--- src/rtl/drum_voice_arbiter.sv ---
`default_nettype none
// ============================================================================
// Module      : drum_voice_arbiter
// Description : Shares one tone voice among four debounced drum pads using
//               round-robin grants, per-pad note length and a silence gap.
//               Optional macro PREEMPT_EN lets a lower-index pad cut a note.
// Revision    : 1.0  initial release
// ============================================================================
module drum_voice_arbiter #(
    parameter int DEBOUNCE = 16,
    parameter int HOLD0    = 2048,
    parameter int HOLD1    = 8192,
    parameter int HOLD2    = 8192,
    parameter int HOLD3    = 16384,
    parameter int GAP_LEN  = 64
) (
    input  logic       sysclk,
    input  logic       rst_n,
    input  logic [3:0] drum,
    output logic [7:0] note,
    output logic       note_valid,
    output logic [1:0] active_pad,
    output logic       grant,
    output logic       busy,
    output logic [3:0] led
);

    localparam logic [1:0]  c_st_idle  = 2'd0;
    localparam logic [1:0]  c_st_play  = 2'd1;
    localparam logic [1:0]  c_st_gap   = 2'd2;
    localparam logic [7:0]  c_db_last  = 8'(DEBOUNCE - 1);
    localparam logic [14:0] c_hold0_m1 = 15'(HOLD0 - 1);
    localparam logic [14:0] c_hold1_m1 = 15'(HOLD1 - 1);
    localparam logic [14:0] c_hold2_m1 = 15'(HOLD2 - 1);
    localparam logic [14:0] c_hold3_m1 = 15'(HOLD3 - 1);
    localparam logic [14:0] c_gap_m1   = (GAP_LEN == 0) ? 15'd0 : 15'(GAP_LEN - 1);

    logic [3:0]  r_sync1;
    logic [3:0]  r_sync2;
    logic [3:0]  w_level;
    logic [3:0]  r_level_q;
    logic [3:0]  w_rise;
    logic [3:0]  r_pending;
    logic [3:0]  w_grant_onehot;
    logic [1:0]  r_state;
    logic [1:0]  w_state_nx;
    logic [14:0] r_cnt;
    logic [14:0] w_cnt_nx;
    logic [14:0] w_hold_m1;
    logic [1:0]  r_ptr;
    logic [7:0]  r_note;
    logic        r_valid;
    logic        w_valid_nx;
    logic [1:0]  r_active;
    logic        r_grant;
    logic        w_do_grant;
    logic [1:0]  w_grant_idx;
    logic        w_rr_found;
    logic [1:0]  w_rr_idx;
    logic [1:0]  w_cand;

    always_ff @(posedge sysclk or negedge rst_n) begin
        if (!rst_n) begin
            r_sync1   <= 4'd0;
            r_sync2   <= 4'd0;
            r_level_q <= 4'd0;
        end else begin
            r_sync1   <= drum;
            r_sync2   <= r_sync1;
            r_level_q <= w_level;
        end
    end

    generate
        for (genvar i = 0; i < 4; i++) begin : g_pad
            logic [7:0] r_db_cnt;
            logic       r_lvl;

            always_ff @(posedge sysclk or negedge rst_n) begin
                if (!rst_n) begin
                    r_db_cnt <= 8'd0;
                    r_lvl    <= 1'b0;
                end else if (r_sync2[i] == r_lvl) begin
                    r_db_cnt <= 8'd0;
                end else if (r_db_cnt == c_db_last) begin
                    r_lvl    <= r_sync2[i];
                    r_db_cnt <= 8'd0;
                end else begin
                    r_db_cnt <= r_db_cnt + 8'd1;
                end
            end

            assign w_level[i] = r_lvl;
        end
    endgenerate

    assign w_rise = w_level & ~r_level_q;

    // Round-robin search starting just after the last granted pad.
    always_comb begin
        w_rr_found = 1'b0;
        w_rr_idx   = r_ptr;
        w_cand     = 2'd0;
        for (int k = 0; k < 4; k++) begin
            w_cand = r_ptr + 2'(k);
            if (!w_rr_found && r_pending[w_cand]) begin
                w_rr_found = 1'b1;
                w_rr_idx   = w_cand;
            end
        end
    end

`ifdef PREEMPT_EN
    logic       w_pre_found;
    logic [1:0] w_pre_idx;

    // Lowest-index pending pad below the one playing; descending loop keeps the lowest.
    always_comb begin
        w_pre_found = 1'b0;
        w_pre_idx   = 2'd0;
        for (int k = 3; k >= 0; k--) begin
            if (r_pending[k] && (2'(k) < r_active)) begin
                w_pre_found = 1'b1;
                w_pre_idx   = 2'(k);
            end
        end
    end
`endif

    always_comb begin
        w_state_nx  = r_state;
        w_cnt_nx    = r_cnt;
        w_valid_nx  = r_valid;
        w_do_grant  = 1'b0;
        w_grant_idx = w_rr_idx;
        case (r_state)
            c_st_idle: begin
                if (w_rr_found) w_do_grant = 1'b1;
            end
            c_st_play: begin
`ifdef PREEMPT_EN
                if (w_pre_found) begin
                    w_do_grant  = 1'b1;
                    w_grant_idx = w_pre_idx;
                end else
`endif
                if (r_cnt != 15'd0) begin
                    w_cnt_nx = r_cnt - 15'd1;
                end else if (GAP_LEN != 0) begin
                    w_state_nx = c_st_gap;
                    w_cnt_nx   = c_gap_m1;
                    w_valid_nx = 1'b0;
                end else if (w_rr_found) begin
                    w_do_grant = 1'b1;
                end else begin
                    w_state_nx = c_st_idle;
                    w_valid_nx = 1'b0;
                end
            end
            c_st_gap: begin
                if (r_cnt != 15'd0) begin
                    w_cnt_nx = r_cnt - 15'd1;
                end else if (w_rr_found) begin
                    w_do_grant = 1'b1;
                end else begin
                    w_state_nx = c_st_idle;
                end
            end
            default: begin
                w_state_nx = c_st_idle;
                w_valid_nx = 1'b0;
            end
        endcase
        if (w_do_grant) begin
            w_state_nx = c_st_play;
            w_cnt_nx   = w_hold_m1;
            w_valid_nx = 1'b1;
        end
    end

    always_comb begin
        w_hold_m1 = c_hold0_m1;
        case (w_grant_idx)
            2'd0:    w_hold_m1 = c_hold0_m1;
            2'd1:    w_hold_m1 = c_hold1_m1;
            2'd2:    w_hold_m1 = c_hold2_m1;
            default: w_hold_m1 = c_hold3_m1;
        endcase
    end

    assign w_grant_onehot = w_do_grant ? (4'b0001 << w_grant_idx) : 4'b0000;

    // A fresh rise in the grant cycle survives the clear so no hit is lost.
    always_ff @(posedge sysclk or negedge rst_n) begin
        if (!rst_n) begin
            r_state   <= c_st_idle;
            r_cnt     <= 15'd0;
            r_valid   <= 1'b0;
            r_grant   <= 1'b0;
            r_pending <= 4'd0;
            r_note    <= 8'd0;
            r_active  <= 2'd0;
            r_ptr     <= 2'd0;
        end else begin
            r_state   <= w_state_nx;
            r_cnt     <= w_cnt_nx;
            r_valid   <= w_valid_nx;
            r_grant   <= w_do_grant;
            r_pending <= (r_pending & ~w_grant_onehot) | w_rise;
            if (w_do_grant) begin
                r_note   <= {5'd0, w_grant_idx, 1'b0} + 8'd2;
                r_active <= w_grant_idx;
                r_ptr    <= w_grant_idx + 2'd1;
            end
        end
    end

    assign note       = r_note;
    assign note_valid = r_valid;
    assign active_pad = r_active;
    assign grant      = r_grant;
    assign busy       = (r_state != c_st_idle);
    assign led        = w_level;

endmodule
`default_nettype wire

--- config.mk ---
export PLATFORM = sky130hd
export DESIGN_NAME = drum_voice_arbiter
export DESIGN_NICKNAME = d
export VERILOG_FILES = /design/src/rtl/drum_voice_arbiter.sv
export SDC_FILE = /design/constraint.sdc
export NUM_CORES = 1
export LEC_CHECK = 0
export BUFFER_PORTS_ARGS = -buffer_cell sky130_fd_sc_hd__buf_2
export CORE_MARGIN = 10
export CORE_UTILIZATION = 60
export DETAILED_ROUTE_END_ITERATION = 12
export PLACE_DENSITY_LB_ADDON = 0.3
export SLEW_MARGIN = 20
export SYNTH_ARGS = -nofsm -noshare
export SYNTH_HDL_FRONTEND = slang
export SYNTH_SLANG_ARGS = --single-unit
--- constraint.sdc ---
create_clock -name sysclk -period 2.5 [get_ports sysclk]
set_input_delay 0.375 -clock sysclk [delete_from_list [all_inputs] [get_ports sysclk]]
set_output_delay 0.375 -clock sysclk [all_outputs]
set_load 0.03 [all_outputs]
Word-level counts from Yosys, hierarchy flattened
Index checks and enable logic that the tools add are counted.
{"block": "op_classes", "n_addsub": 10, "n_shift": 1, "magnitude_cmp": 4, "n_reduce_logical": 20, "bitwise_logic": 9, "n_mux": 40, "n_eq_ne": 18}
{"operator": "$mux W8", "count": 8}
{"operator": "$mux W15", "count": 3}
{"operator": "$add A8 B1 Y8 const B", "count": 4}
{"operator": "$eq A8 B4 Y1 const B", "count": 4}
{"operator": "$pmux W15 S2", "count": 1}
{"operator": "$pmux W14 S2", "count": 1}
{"operator": "$reduce_bool A15 Y1", "count": 1}
{"operator": "$sub A15 B1 Y15 const B", "count": 1}
{"operator": "$mux W2", "count": 7}
{"operator": "$lt A2 B3 Y1 const B", "count": 4}
{"operator": "$mux W1", "count": 12}
{"operator": "$ne A3 B3 Y1 const B", "count": 4}
{"operator": "$reduce_and A2 Y1", "count": 6}
{"operator": "$and A4 B4 Y4", "count": 2}
{"operator": "$bmux W1 S2", "count": 4}
{"operator": "$not A4 Y4", "count": 2}
{"operator": "$pmux W2 S3", "count": 1}
{"operator": "$add A2 B1 Y2 const B", "count": 2}
{"operator": "$add A2 B2 Y2 const B", "count": 2}
{"operator": "$add A3 B2 Y4 const B", "count": 1}
{"operator": "$eq A1 B1 Y1", "count": 4}
{"operator": "$eq A2 B1 Y1 const B", "count": 2}
{"operator": "$eq A2 B2 Y1 const B", "count": 2}
{"operator": "$logic_not A2 Y1", "count": 2}
{"operator": "13 further kinds", "count": 22}
{"block": "word_totals", "in_bits": 6, "elab_cells": 121, "regBits": 83, "output_inout_bits": 17}

Depth between registers and ports, before layout
Gate-level depths: netlist of run 1.
{"block": "depth", "depth_word": 19, "depth_mapped": 9}

Least setup slack after synthesis of run 1
No wires, ideal clock.
{"block": "synth_path", "path_type": "flip-flop to flip-flop", "start": "register r_cnt[1]", "end": "register r_cnt[7]", "t_arrival_ps": 1891, "setup_slack_ps": 477, "stages_incl_launch_ff": 7, "t_required_ps": 2368, "period_less_slack_ps": 2023, "path_buffers": 1, "cell_sequence": "dfrtp_1 > or4_4 > or3_1 > buf_2 > o31a_1 > a211oi_1 > o41ai_1"}
{"block": "synth_between", "elab_chain_cells": 5}
{"element": "from (decl)", "line_no": "47", "rtl": "logic [14:0] r_cnt;"}
{"element": "from (signal assigned)", "line_no": "206", "rtl": "r_cnt <= w_cnt_nx;"}
{"element": "branches (longest 5 deep; another with $sub A15 B1 Y15)"}
Several ways; the timed one is not identified. The select of a mux whose other input is x is not followed.
A chain may end at the register's enable or synchronous reset.

Final worst setup path of run 1
{"block": "layout_path", "start": "register r_cnt[11]", "end": "register r_cnt[12]"}
Same word-level chain as after synthesis.

==> impl_results.md, run 1 <==
- Post-synthesis sequential element count: 76
- # Max-Cap Violations: 0
- Max rail drop VDD: 0.000435 V
- Core ar.: 0.00596 mm2
- Chip Height: 98.6 um
- Routability Congestion: 0.906
- Headroom to the max-slew limit: 46.1%
- Synth Area in XOR/XNOR: 7.57%
- Number of buffers on the longest clock path: 2
- Number of pins with negative max-slew slack in the final report: 0
- Setup Viol. Count Final: 0
- Outcome: finished, final reports clean
- Sink count of the clock tree: 76
- Slew of the pin with the lowest slew margin: 0.798 ns
- Post-DRT Antenna Nets: 0
- Die outline area: 0.00971 mm2
- GRT Util Overall: 15.5%
- # placed instances: 455
- First-pass GRT wire length: 12,700 um
- Share of final-layout standard cells stronger than drive strength 1: 13.1%
- Number of antenna violations at the first check in global routing: 0
- Kind of capture point of the worst setup path: flop
- Post-layout instance count excluding filler cells: 471
- CTS tree: yes
- Worst Path Class, Setup: flop to flop
- Power Density: 819 mW/mm2
- Sequential cell area fraction in the yosys report: 51.4%
- Static leakage: 1.87 nW
- Residual DRC count: 0
- Combinational family with the most area after synthesis: simple AND/OR/NAND/NOR gates
- Maximum single-stage delay on the critical path: 0.49 ns
- Max Fclk: 440 MHz
- Fin. Hold Viols: 0
- Post-DR wirelength/cell: 15.8 um
- Type of origin of the critical path: flop
- Maximum number of pins on one net before global-route repair: 42
- Yosys warning total: 0
- Clock transition time at the flip-flop clock pins of the worst setup and hold paths: 0.08 ns
- Worst slack on hold paths: 0.129 ns
- Number of global-route vias before repair: 2,764
- Final Critical Period: 2.27 ns
- Synthesis-to-finish area growth: 9.80%
- Setup repair after global routing missed its margin: false
- Fraction of the mapped netlist area in adder cells: 3.38%
- HPWL after detailed placement: 5330 um
- Final setup slack of the worst path: 0.226 ns
- Synth async-reset ratio: 100%
- Post-cts resize count: 0
- Path category of the worst min-delay check: input pin to flop
- Number of post-CTS setup repair buffers: 0
- Total CTS buffers: 9
- Slowest cell on crit path: sky130_fd_sc_hd__nor4_2
- Overflow left after global routing: 0
- I/O pin cnt: 23
- Synthesized area per cell: 9.98 um2
- DR vias/cell: 5.92
- Post-route clock period utilization: 91.0%
- Pre-antenna DRT Iters: 7
- Worst-skew pair later-pin latency: 0.36 ns
- Count of input and output buffers: 17
- Ys flop type: sky130_fd_sc_hd__dfrtp_1
- Mux share of post-synthesis cell area: 1.22%
- Vias post-DR: 2,788
- Std-Cell Rows: 28
- Number of distinct library cells after synthesis: 52
- DRC marker count from the first detailed-route iteration: 190
- Post-synthesis instance area: 0.00370 mm2
- CTS Root Buffer Type: sky130_fd_sc_hd__clkbuf_8
- Number of enable-type register cells in the synthesized netlist: 0
- Worst Clk Skew: 0.0193 ns
- CTS HTree Levels: 3
- Fill cells: 460
- Pre-CTS setup slack: 0.272 ns
- Net count reported at finish: 408
- Gate count of the mapped netlist: 371
- Share of the synthesized area in compound gates (AO/OA/AOI/OAI): 12.2%
- Die outline width: 98.6 um
- Accumulated negative setup slack: 0 ns
- Worst Path Arrival: 2.51 ns
- # diodes: 0
- Simple-Gate Fraction of Synth Area: 19.9%
- Maximum fanout count along the critical path: 11
- Starting utilization of the core area: 62.2%
- Total wirelength of the detailed-routed design: 7460 um
- Critical path required time: 2.73 ns
- Cell Chain, Critical Path: nor4_2, and4_1, o21ai_2, inv_1, o21ai_1, a211o_1
[registers in the layout, indices dropped and copies added, names as in the netlist, 4 cells and up]
name            flops
g_pad.r_db_cnt     32
r_sync1             4
r_level_q           4
r_sync2             4
g_pad.r_lvl         4
r_pending           4
r_cnt              15
[path summary, 6_finish.rpt]
check	start	to	slack, ns	cells past startpoint
max in group asynchronous	rst_n	g_pad[3].r_db_cnt[2]$_DFF_PN0_	1.41	3
min in group asynchronous	rst_n	r_state[1]$_DFFE_PN0P_	0.50	2
min reg2reg	r_sync1[0]$_DFF_PN0_	r_sync2[0]$_DFF_PN0_	0.35	0
min	drum[1]	r_sync1[1]$_DFF_PN0_	0.13	1
max reg2reg	r_cnt[11]$_DFFE_PN0P_	r_cnt[12]$_DFFE_PN0P_	0.23	6
max	r_cnt[11]$_DFFE_PN0P_	r_cnt[12]$_DFFE_PN0P_	0.23	6
[final cells by class]
| class | count | area [um2] | area share (%) |
|---|---|---|---|
| inverters | 13 | 48.8 | 1.20 |
| flip-flops and latches | 76 | 1900 | 46.8 |
| clock inverters | 4 | 48.8 | 1.20 |
| repair buffers | 25 | 163 | 4.00 |
| well taps | 75 | 93.8 | 2.31 |
| multi-input cells | 267 | 1660 | 40.8 |
| clock buffers | 11 | 151 | 3.72 |
[where the power goes]
part / internal, mW / total (mW) / switching, mW
Combinational: 0.294 / 0.816 / 0.522
Sequential: 1.37 / 1.56 / 0.192
Clock: 0.508 / 0.953 / 0.445
[placed cells by master (no fill, tap or decap), types with 7 or more instances in the layout]
| cell type | count |
|---|---|
| sky130_fd_sc_hd__xor2_1 | 16 |
| sky130_fd_sc_hd__nand2_1 | 35 |
| sky130_fd_sc_hd__buf_2 | 16 |
| sky130_fd_sc_hd__a21oi_1 | 10 |
| sky130_fd_sc_hd__o21ai_0 | 13 |
| sky130_fd_sc_hd__nand3_1 | 19 |
| sky130_fd_sc_hd__nor4_1 | 8 |
| sky130_fd_sc_hd__nor2_1 | 51 |
| sky130_fd_sc_hd__ha_1 | 10 |
| sky130_fd_sc_hd__dfrtp_1 | 76 |
| sky130_fd_sc_hd__xnor2_1 | 16 |
| sky130_fd_sc_hd__buf_4 | 7 |
| sky130_fd_sc_hd__clkbuf_8 | 11 |
| sky130_fd_sc_hd__inv_1 | 11 |
[metal layers]
metal / wire, um / global-route usage (%) / part of all wire [%]
met5: 0 / 0 / 0
met4: 152 / 7.17 / 2.0
met3: 543 / 4.89 / 7.3
met1: 3200 / 18.6 / 43
met2: 3560 / 25.0 / 48
[repair_timing]
action,4_1_cts,5_1_grt
endpoints found under the setup margin,0,0
endpoints found under the hold margin,18,0
hold buffers,1,0
[cell families (layout without fill, tap and decap cells)]
kind of cell,count (synthesis),after routing
and+or+nand+nor,151,151
DFF,76,76
AOI/OAI and AO/OA,65,65
xor gates and xnor gates,32,32
buffers and inverters,32,53
adders and majority gates,10,10
muxes,4,4
other,1,5
[synth_stat cells, drive strengths merged (3+ instances only)]
library cell,count,area (um2)
buf,12,82.6
mux2,4,45.0
and3,6,37.5
xnor2,16,140
o31ai,4,30.0
o41ai,6,52.6
xor2,16,140
a22o,4,35.0
o21ai,16,83.8
o211ai,4,30.0
nor4,9,62.6
nand2,35,131
ha,10,125
inv,11,41.3
nor3,7,40.0
dfrtp,76,1900
clkbuf,7,26.3
and2,4,25.0
a21oi,10,50.1
a211oi,4,30.0
nor2b,4,25.0
nor2,52,203
nand3,19,95.1
a31oi,3,18.8
or4,3,26.3
[metrics by stage]
step / total power [mW] / instance area, um2 / util (%)
final: 3.33 / 4070 / 68.3
after global routing: 3.51 / 4070 / 68.3
after CTS: 3.34 / 4070 / 68.3
after detailed placement: 2.38 / 3850 / 64.7
after global placement: 2.34 / 3850 / 64.7
after floorplan: 2.12 / 3720 / -
[worst max-delay path: cells and delay by family, from the launching register on]
family	cells	cell delay, ns
buffers and inverters	1	0.32
and+or+nand+nor	2	0.89
DFF	1	0.41
AOI/OAI and AO/OA	3	0.54
No activity file was read; power rests on OpenSTA's default activity.
==> inputs of run 2 (changes only) <==
--- a/config.mk
+++ b/config.mk
@@ -6,9 +6,9 @@
 export NUM_CORES = 1
 export LEC_CHECK = 0
 export BUFFER_PORTS_ARGS = -buffer_cell sky130_fd_sc_hd__buf_2
-export CORE_MARGIN = 10
 export CORE_UTILIZATION = 60
 export DETAILED_ROUTE_END_ITERATION = 12
+export HOLD_SLACK_MARGIN = 0.05
 export PLACE_DENSITY_LB_ADDON = 0.3
 export SLEW_MARGIN = 20
 export SYNTH_ARGS = -nofsm -noshare
==> run 2 against run 1 <==
Against the previous run:
- sequential power is essentially flat
- clock skew fell by 0.0093 ns
- fmax is 3.5% higher
- die area is 33% lower
- wire length is 4.9% lower
- utilization decreased by 0.10 points
- critical path depth decreased by 1
- power shrank 4.9%
- cell count up 0.21%
- combinational power is 3.1% lower
- critical endpoint is now r_cnt[7]$_DFFE_PN0P_
==> impl_results.md, run 2 (synthesized netlist as in run 1, its figures left out) <==
- Largest registers: g_pad.r_db_cnt x32, r_cnt x15
- Most used routing layer: met2
- Outcome: finished, final reports clean
- Pre-antenna DRT Iters: 4
- Die outline area: 0.00649 mm2
- Register name with the most flops: g_pad.r_db_cnt
- Count of input and output buffers: 17
- Kind of cell adding the most delay to the critical path: simple AND/OR/NAND/NOR gates
- HPWL after detailed placement: 4840 um
- Clock transition time at the flip-flop clock pins of the worst setup and hold paths: 0.08 ns
- Overflow left after global routing: 0
- Most frequent cells in the layout: sky130_fd_sc_hd__dfrtp_1 (76), sky130_fd_sc_hd__nor2_1 (51), sky130_fd_sc_hd__nand2_1 (35)
- Post-route cell area: 0.00404 mm2
- # diodes: 0
- Worst Path Class, Setup: flop to flop
- Cell Chain, Critical Path: or4_4, or3_1, o31a_1, a211oi_1, o41ai_1
- Post-DR wirelength/cell: 15.0 um
- Worst Clk Skew: 0.00998 ns
- Buf+Inv Stages, Crit Path: 0
- Critical path required time: 2.72 ns
- Setup repair after global routing missed its margin: false
- Routability Congestion: 0.932
- Fin. Hold Viols: 0
- Pre-CTS setup slack: 0.346 ns
- Post-route clock period utilization: 87.9%
- Final standard cell utilization of the core: 68.2%
- Number of global-route vias before repair: 2,571
- DRC marker count from the first detailed-route iteration: 174
- Net count reported at finish: 409
- Final setup slack of the worst path: 0.302 ns
- Max rail drop VDD: 0.000578 V
- Max Fclk: 455 MHz
- Std-Cell Rows: 28
- Maximum single-stage delay on the critical path: 0.56 ns
- CTS Root Buffer Type: sky130_fd_sc_hd__clkbuf_8
- GR Layer Usage met2: 37.3%
- Path category of the worst min-delay check: input pin to async pin
- Residual DRC count: 0
- Core ar.: 0.00592 mm2
- Post-cts resize count: 0
- Number of post-CTS setup repair buffers: 0
- Number of antenna violations at the first check in global routing: 0
- Maximum number of pins on one net before global-route repair: 77
- Type of origin of the critical path: flop
- Met1 track demand over resource in global routing: 32.9%
- Total CTS buffers: 9
- Post-DRT Antenna Nets: 0
- Final Critical Period: 2.20 ns
- Power Density: 785 mW/mm2
- Setup Viol. Count Final: 0
- Maximum fanout count along the critical path: 7
- GR met3 Demand/Resource: 4.89%
- Die outline width: 80.6 um
- Total wirelength of the detailed-routed design: 7090 um
- First-pass GRT wire length: 11,900 um
- Kind of capture point of the worst setup path: flop
- # Max-Cap Violations: 0
- Slowest cell on crit path: sky130_fd_sc_hd__or4_4
- Accumulated negative setup slack: 0 ns
- GRT Util Overall: 24.3%
- CTS tree: yes
- Number of pins with negative max-slew slack in the final report: 0
- Vias post-DR: 2,769
- CTS HTree Levels: 3
- Max FFs per register: 32
- I/O pin cnt: 23
- Static leakage: 1.85 nW
- Hold Buf Count CTS: 0
- Worst-skew pair later-pin latency: 0.35 ns
- Share of final-layout standard cells stronger than drive strength 1: 13.4%
- DR vias/cell: 5.87
- Worst slack on hold paths: 0.00554 ns
- Chip Height: 80.6 um
- Worst Path Arrival: 2.42 ns
- Slew of the pin with the lowest slew margin: 0.561 ns
- Number of buffers on the longest clock path: 2
- Headroom to the max-slew limit: 62.4%
- Sink count of the clock tree: 76
- Starting utilization of the core area: 62.5%
- Placed cell areas: 0.00387 mm2
- Most common cell after layout, fill and taps aside: sky130_fd_sc_hd__dfrtp_1
- Synthesis-to-finish area growth: 8.99%
==> run 2: metrics by stage <==
stage	total power, mW	std cells
detailed placement	2.36	457
floorplan	2.12	375
global placement	2.34	457
finish	3.17	472
CTS	3.17	472
global route	3.35	472
==> run 2: layout make-up <==
class,count,area [um2]
clock buffers,10,128
clock inverters,5,37.5
fillers,429,1890
inverters,13,48.8
multi-input cells,267,1660
flip-flops and latches,76,1900
well taps,75,93.8
repair buffers,26,168
==> run 2: path summary, 6_finish.rpt <==
path	start	end	slack (ns)	cells past startpoint
hold reg to reg	r_sync1[2]$_DFF_PN0_	r_sync2[2]$_DFF_PN0_	0.35	0
setup reg to reg	r_cnt[1]$_DFFE_PN0P_	r_cnt[7]$_DFFE_PN0P_	0.30	5
min in group sysclk	drum[1]	r_sync1[1]$_DFF_PN0_	0.13	1
setup / recovery	r_cnt[1]$_DFFE_PN0P_	r_cnt[7]$_DFFE_PN0P_	0.30	5
max in group asynchronous	rst_n	r_cnt[3]$_DFFE_PN0P_	2.13	2
hold / removal	rst_n	r_cnt[4]$_DFFE_PN0P_	0.006	2
==> run 2: worst reg2reg max path: cells and delay by family, from the launching register on <==
| kind | cells | cell delay [ns] |
|---|---|---|
| AOI/OAI and AO/OA | 3 | 0.63 |
| and+or+nand+nor | 2 | 1.03 |
| DFF | 1 | 0.43 |
==> run 2: power by group <==
| group | internal [mW] | total (mW) | switching (mW) |
|---|---|---|---|
| Combinational | 0.294 | 0.791 | 0.498 |
| Clock | 0.358 | 0.810 | 0.451 |
| Sequential | 1.37 | 1.57 | 0.198 |
==> run 2: layer usage <==
layer | vias to the layer above | part of all wire (%)
li1 | 1322 | -
met1 | 1344 | 45
met2 | 93 | 47
met3 | 10 | 6.2
met4 | 0 | 1.1
met5 | - | 0
